--- config.mk ---
export PLATFORM = sky130hd
export DESIGN_NAME = axilite_slave_regs
export DESIGN_NICKNAME = d
export VERILOG_FILES = /design/src/rtl/axilite_pkg.sv /design/src/rtl/axilite_regfile.sv /design/src/rtl/axilite_slave_regs.sv
export SDC_FILE = /design/constraint.sdc
export NUM_CORES = 1
export LEC_CHECK = 0
export ABC_AREA = 1
export CORE_ASPECT_RATIO = 1.2
export CORE_MARGIN = 10
export CORE_UTILIZATION = 55
export CTS_CLUSTER_SIZE = 12
export DETAILED_ROUTE_END_ITERATION = 8
export MAX_ROUTING_LAYER = met4
export PLACE_DENSITY = 0.88
export RECOVER_POWER = 50
export SLEW_MARGIN = 10
export SYNTH_ARGS = -nofsm -noshare
export SYNTH_HDL_FRONTEND = slang
export SYNTH_SLANG_ARGS = --single-unit
--- constraint.sdc ---
create_clock -name ACLK -period 4.3 [get_ports ACLK]
set_input_delay 0.86 -clock ACLK [delete_from_list [all_inputs] [get_ports ACLK]]
set_output_delay 0.86 -clock ACLK [all_outputs]
set_load 0.1 [all_outputs]
--- src/rtl/axilite_pkg.sv ---
// Shared AXI4-Lite types: response codes, slave FSM states, strobe width.
// Imported by axilite_slave_regs, axilite_regfile and axilite_master.
package axilite_pkg;

    localparam int AXI_STRB_W = 4;

    typedef enum logic [1:0] {
        OKAY   = 2'b00,
        EXOKAY = 2'b01,
        SLVERR = 2'b10,
        DECERR = 2'b11
    } axi_resp_t;

    typedef enum logic {
        WR_IDLE,
        WR_RESP
    } wr_state_t;

    typedef enum logic {
        RD_IDLE,
        RD_RESP
    } rd_state_t;

endpackage

--- src/rtl/axilite_regfile.sv ---
// NUM_REGS x 32-bit register file with byte-enabled write port.
// Ports: clk, rst_n, we/widx/wdata/wstrb (write), ridx->rdata (comb read), regs_out (flat).
module axilite_regfile
    import axilite_pkg::*;
#(
    parameter int NUM_REGS = 8,
    parameter int IDX_W    = $clog2(NUM_REGS)
) (
    input  logic                    clk,
    input  logic                    rst_n,
    input  logic                    we,
    input  logic [IDX_W-1:0]        widx,
    input  logic [31:0]             wdata,
    input  logic [AXI_STRB_W-1:0]   wstrb,
    input  logic [IDX_W-1:0]        ridx,
    output logic [31:0]             rdata,
    output logic [NUM_REGS*32-1:0]  regs_out
);

    logic [31:0] mem [NUM_REGS];

    always_ff @(posedge clk or negedge rst_n) begin
        if (!rst_n) begin
            for (int i = 0; i < NUM_REGS; i++) begin
                mem[i] <= '0;
            end
        end else if (we) begin
            for (int b = 0; b < AXI_STRB_W; b++) begin
                if (wstrb[b]) begin
                    mem[widx][8*b +: 8] <= wdata[8*b +: 8];
                end
            end
        end
    end

    // Read sees the pre-write value when a write lands on the same edge.
    assign rdata = mem[ridx];

    for (genvar g = 0; g < NUM_REGS; g++) begin : g_flat
        assign regs_out[32*g +: 32] = mem[g];
    end

endmodule

--- src/rtl/axilite_slave_regs.sv ---
// AXI4-Lite slave terminating AW/W/B/AR/R in front of a register file.
// Ports: ACLK, ARESETn, AXI-Lite slave channels, REGS_OUT (flat register contents).
module axilite_slave_regs
    import axilite_pkg::*;
#(
    parameter int AXI_ADDR_WIDTH = 32,
    parameter int AXI_DATA_WIDTH = 32,
    parameter int NUM_REGS       = 8
) (
    input  logic                        ACLK,
    input  logic                        ARESETn,
    input  logic                        AWVALID,
    output logic                        AWREADY,
    input  logic [AXI_ADDR_WIDTH-1:0]   AWADDR,
    input  logic [2:0]                  AWPROT,
    input  logic                        WVALID,
    output logic                        WREADY,
    input  logic [31:0]                 WDATA,
    input  logic [3:0]                  WSTRB,
    output logic                        BVALID,
    input  logic                        BREADY,
    output logic [1:0]                  BRESP,
    input  logic                        ARVALID,
    output logic                        ARREADY,
    input  logic [AXI_ADDR_WIDTH-1:0]   ARADDR,
    input  logic [2:0]                  ARPROT,
    output logic                        RVALID,
    input  logic                        RREADY,
    output logic [31:0]                 RDATA,
    output logic [1:0]                  RRESP,
    output logic [NUM_REGS*32-1:0]      REGS_OUT
);

    localparam int IDX_W = $clog2(NUM_REGS);

    if (AXI_DATA_WIDTH != 32) begin : g_bad_dw
        $error("axilite_slave_regs: AXI_DATA_WIDTH must be 32");
    end
    if (NUM_REGS < 2 || NUM_REGS > 64 || (1 << IDX_W) != NUM_REGS) begin : g_bad_nr
        $error("axilite_slave_regs: NUM_REGS must be a power of two in 2..64");
    end

    function automatic logic in_range(input logic [AXI_ADDR_WIDTH-1:0] a);
        return (a >> (IDX_W + 2)) == '0;
    endfunction

    logic unused_prot;
    assign unused_prot = ^{AWPROT, ARPROT};

    // ---------------- write path ----------------
    wr_state_t                 wr_state, wr_next;
    logic                      aw_got, w_got, aw_got_d, w_got_d;
    logic                      aw_ready_d, w_ready_d, b_valid_d;
    logic [1:0]                b_resp_d;
    logic [AXI_ADDR_WIDTH-1:0] aw_addr_q, wr_addr;
    logic [31:0]               w_data_q, wr_data;
    logic [3:0]                w_strb_q, wr_strb;
    logic                      aw_hs, w_hs, b_hs, commit, wr_ok;

    assign aw_hs  = AWVALID && AWREADY;
    assign w_hs   = WVALID && WREADY;
    assign b_hs   = BVALID && BREADY;
    // A channel handshaking this cycle bypasses its holding register.
    assign wr_addr = aw_hs ? AWADDR : aw_addr_q;
    assign wr_data = w_hs ? WDATA : w_data_q;
    assign wr_strb = w_hs ? WSTRB : w_strb_q;
    assign commit  = (wr_state == WR_IDLE) && (aw_got || aw_hs) && (w_got || w_hs);
    assign wr_ok   = in_range(wr_addr);

    always_ff @(posedge ACLK or negedge ARESETn) begin
        if (!ARESETn) begin
            wr_state  <= WR_IDLE;
            aw_got    <= 1'b0;
            w_got     <= 1'b0;
            AWREADY   <= 1'b0;
            WREADY    <= 1'b0;
            BVALID    <= 1'b0;
            BRESP     <= OKAY;
            aw_addr_q <= '0;
            w_data_q  <= '0;
            w_strb_q  <= '0;
        end else begin
            wr_state <= wr_next;
            aw_got   <= aw_got_d;
            w_got    <= w_got_d;
            AWREADY  <= aw_ready_d;
            WREADY   <= w_ready_d;
            BVALID   <= b_valid_d;
            BRESP    <= b_resp_d;
            if (aw_hs) aw_addr_q <= AWADDR;
            if (w_hs) begin
                w_data_q <= WDATA;
                w_strb_q <= WSTRB;
            end
        end
    end

    always_comb begin
        wr_next = wr_state;
        case (wr_state)
            WR_IDLE: if (commit) wr_next = WR_RESP;
            WR_RESP: if (b_hs) wr_next = WR_IDLE;
            default: wr_next = WR_IDLE;
        endcase
    end

    always_comb begin
        aw_got_d  = aw_got;
        w_got_d   = w_got;
        b_valid_d = BVALID;
        b_resp_d  = BRESP;
        if (commit) begin
            aw_got_d  = 1'b0;
            w_got_d   = 1'b0;
            b_valid_d = 1'b1;
            b_resp_d  = wr_ok ? OKAY : SLVERR;
        end else begin
            if (aw_hs) aw_got_d = 1'b1;
            if (w_hs) w_got_d = 1'b1;
            if (b_hs) b_valid_d = 1'b0;
        end
        aw_ready_d = (wr_next == WR_IDLE) && !aw_got_d;
        w_ready_d  = (wr_next == WR_IDLE) && !w_got_d;
    end

    // ---------------- read path ----------------
    rd_state_t   rd_state, rd_next;
    logic        ar_hs, r_hs, rd_ok;
    logic        ar_ready_d, r_valid_d;
    logic [31:0] r_data_d, rf_rdata;
    logic [1:0]  r_resp_d;

    assign ar_hs = ARVALID && ARREADY;
    assign r_hs  = RVALID && RREADY;
    assign rd_ok = in_range(ARADDR);

    always_ff @(posedge ACLK or negedge ARESETn) begin
        if (!ARESETn) begin
            rd_state <= RD_IDLE;
            ARREADY  <= 1'b0;
            RVALID   <= 1'b0;
            RDATA    <= '0;
            RRESP    <= OKAY;
        end else begin
            rd_state <= rd_next;
            ARREADY  <= ar_ready_d;
            RVALID   <= r_valid_d;
            RDATA    <= r_data_d;
            RRESP    <= r_resp_d;
        end
    end

    always_comb begin
        rd_next = rd_state;
        case (rd_state)
            RD_IDLE: if (ar_hs) rd_next = RD_RESP;
            RD_RESP: if (r_hs) rd_next = RD_IDLE;
            default: rd_next = RD_IDLE;
        endcase
    end

    always_comb begin
        r_valid_d = RVALID;
        r_data_d  = RDATA;
        r_resp_d  = RRESP;
        if (ar_hs) begin
            r_valid_d = 1'b1;
            r_data_d  = rd_ok ? rf_rdata : '0;
            r_resp_d  = rd_ok ? OKAY : SLVERR;
        end else if (r_hs) begin
            r_valid_d = 1'b0;
        end
        ar_ready_d = (rd_next == RD_IDLE);
    end

    // ---------------- storage ----------------
    axilite_regfile #(
        .NUM_REGS (NUM_REGS),
        .IDX_W    (IDX_W)
    ) u_regfile (
        .clk      (ACLK),
        .rst_n    (ARESETn),
        .we       (commit && wr_ok),
        .widx     (wr_addr[IDX_W+1:2]),
        .wdata    (wr_data),
        .wstrb    (wr_strb),
        .ridx     (ARADDR[IDX_W+1:2]),
        .rdata    (rf_rdata),
        .regs_out (REGS_OUT)
    );

endmodule

==> results.yml <==
outcome:
  status: "finished with violations"
  violations: "design-rule violations, max-capacitance violations, max-slew violations"
global_route:
  grt_pass1_vias: 18203
  overflow: 0
  grt_pass1_wl_mm: 104.8
  antenna_found_initial: 3
  track_usage_pct: 34.41
  grt_max_degree: 129
synthesis:
  async_flop_share_pct: 100.0
  synthTopCellsByArea: "dfrtp_1 (51%), nand2_1 (17%), nand4_1 (9.1%), o21ai_0 (3.9%), nor2_1 (3.5%)"
  ys_seq_area_share_pct: 51.13
  syn_area_sq_mm: 0.01786
  synth_top_area_share_pct: 51.13
  ys_ff_latch: 365
  synth_edf_count: 0
  postSynthCellCount: 2158
  yosys.area.top_type: "dfrtp_1"
  synth-main-ff-cell: "dfrtp_1"
  yosys_warnings: 0
  syn_avg_cell_area_sq_um: 8.278
  yosysUniqueCellTypes: 30
floorplan:
  core_sq_mm: 0.03216
  io-pin-count: 410
  initial_utilization_pct: 55.54
  rows: 72
  die_area_sq_mm: 0.04012
  die_w_um: 184.5
  die_y_um: 217.4
routing:
  dr_total_vias: 18425
  drc: 1
  avgViaCountPerCell: 6.334
  ant_nets: 0
  drtPass1Iterations: 9
  wirelength_mm: 69.17
  wl_per_cell_um: 23.78
  drt_iter0_drc: 2449
timing:
  hold_ws_ns: 0.4726
  final_hold_viol_count: 0
  max_freq_ghz: 0.2672
  slew_violations: 143
  fin_skew_ns: 0.02836
  rsz0062_at_grt: "false"
  setup_tns_ns: 0
  min_period_ns: 3.742
  maxSlewHeadroom_pct: -92.12
  finalCritPeriodShare_pct: 87.03
  setup_viol: 0
  tightest_slew_ns: 2.882
cts:
  clkSinkCount: 365
  root_buffer: "clkbuf_16"
  htreeDepth: 2
  cts_setup_buffers: 0
  clk_latency_ns: 0.53
  clockBufferDepth: 3
  cts_buffers: 38
  cts_tree: "built"
  hold_buffers: 0
  cts_resized: 0
  clk_transition_reported_paths_ns: 0.06
critical_path:
  reg2regPathDepth: 8
  cp_max_fo: 28
  reg2reg_to: "u_regfile.regs_out[21]"
  cp-start-kind: "input pin"
  regToRegStartpoint: "WREADY"
  end_kind: "register"
  endpoint: "u_regfile.regs_out[21]"
  crit_required_ns: 4.71
  worstPathArrival_ns: 4.15
  r2r_slack_ns: 1.11
  critical_path_class: "in -> reg"
  crit_start: "WVALID"
power_and_ir_drop:
  p_per_area_mw_per_mm2: 443.0
  vdd_drop_max_v: 0.0002860
  power.total_mw: 10.25
  leakagePower_nw: 11.74
cells_and_area:
  final_common_cell: "nand2_1"
  nets: 2594
  layout-drive-gt1-share_pct: 6.002
  syn_to_final_growth_pct: 29.56
  mostFrequentLayoutCells: "nand2_1 (792), dfrtp_1 (365), clkdlybuf4s50_1 (351), nand4_1 (260), nor2_1 (164)"
min_path:
  holdCritPathClass: "reg -> reg"
  worstHoldStart: "aw_addr_q[8]"
placement:
  place.gp.congestion: 0.9677
  io_buffers: 397
  dpl.hpwl_mm: 46.19
flow_run:
  drv_cap: 2
## per-stage QoR
stage	instance area, sq um	setup slack (ns)	std cells	util [%]
2_1_floorplan	17870	1.623	2159	-
3_3_place_gp	22060	0.5416	2848	68.59
3_5_place_dp	22060	0.3956	2848	68.59
4_1_cts	23180	0.9215	2906	72.08
5_1_grt	23140	0.3551	2909	71.96
6_report	23140	0.5579	2909	71.96
## routing by layer
metal | GRT usage [%] | share of wire, %
met1 | 39.59 | 34
met2 | 53.67 | 47
met3 | 8.467 | 12
met4 | 20.51 | 6.6
met5 | - | 0
## where the power goes
group / switching (mW) / internal (mW) / total, mW / leakage, nW
clock network: 1.34 / 1.78 / 3.11 / 0.552
logic: 2.65 / 0.616 / 3.26 / 6.22
registers: 0.114 / 3.76 / 3.88 / 4.97
## cell usage after synthesis, types with 5 or more instances
master	n
or2_2	5
nand3_1	65
o221ai_1	40
dfrtp_1	365
o21ai_0	140
buf_4	15
buf_6	7
nand2_1	788
a21oi_1	7
nand4_4	28
o22ai_1	22
nand2_2	5
nor2_1	165
nand4_1	260
buf_2	34
inv_2	13
mux2i_1	12
inv_1	62
clkbuf_1	101
## sequential cells by signal (all words and copies together), names as in the netlist
signal / count
aw_got: 1
wr_state: 1
w_got: 1
w_strb_q: 4
RDATA: 32
rd_state: 1
u_regfile.regs_out: 256
aw_addr_q: 30
WREADY: 1
w_data_q: 32
RRESP: 1
AWREADY: 1
BVALID: 1
ARREADY: 1
BRESP: 1
RVALID: 1
## how the worst min path moves through the flow
stage / cells after the start / to
6_report: 2 / aw_addr_q[8]
5_1_grt: 2 / RDATA[24]
4_1_cts: 1 / BVALID
3_5_place_dp: 2 / aw_addr_q[8]
3_3_place_gp: 2 / aw_addr_q[9]
2_1_floorplan: 2 / aw_addr_q[5]
## final cells by class
class	instances	area [sq um]
flip-flops and latches	365	9134
clock buffers	53	1069
diodes	3	7.507
clock inverters	5	53.80
fillers	2317	9017
multi-input cells	1559	7704
repair buffers	441	4379
well taps	407	509.2
inverters	76	287.8
## cells by family (layout without fill, tap and decap cells)
| logic type | after synthesis | in the layout | share of synthesized area (%) |
|---|---|---|---|
| flops | 365 | 365 | 51.13 |
| compound gates | 218 | 218 | 7.193 |
| buf+inv | 235 | 575 | 5.786 |
| simple gates | 1327 | 1327 | 35.20 |
| mux | 12 | 12 | 0.6724 |
| other cells | 1 | 5 | 0.02099 |
## critical path, cell delays in order
cell           delay [ns]
dlygate4sd3_1        0.53
nand2_1              0.07
inv_1                0.48
clkbuf_1             0.63
nand2_1              0.14
nand2_2              0.58
nand4_1              0.58
nand2_1              0.19
nand2_1              0.07
Note: power is estimated with default switching activity, not from simulation.
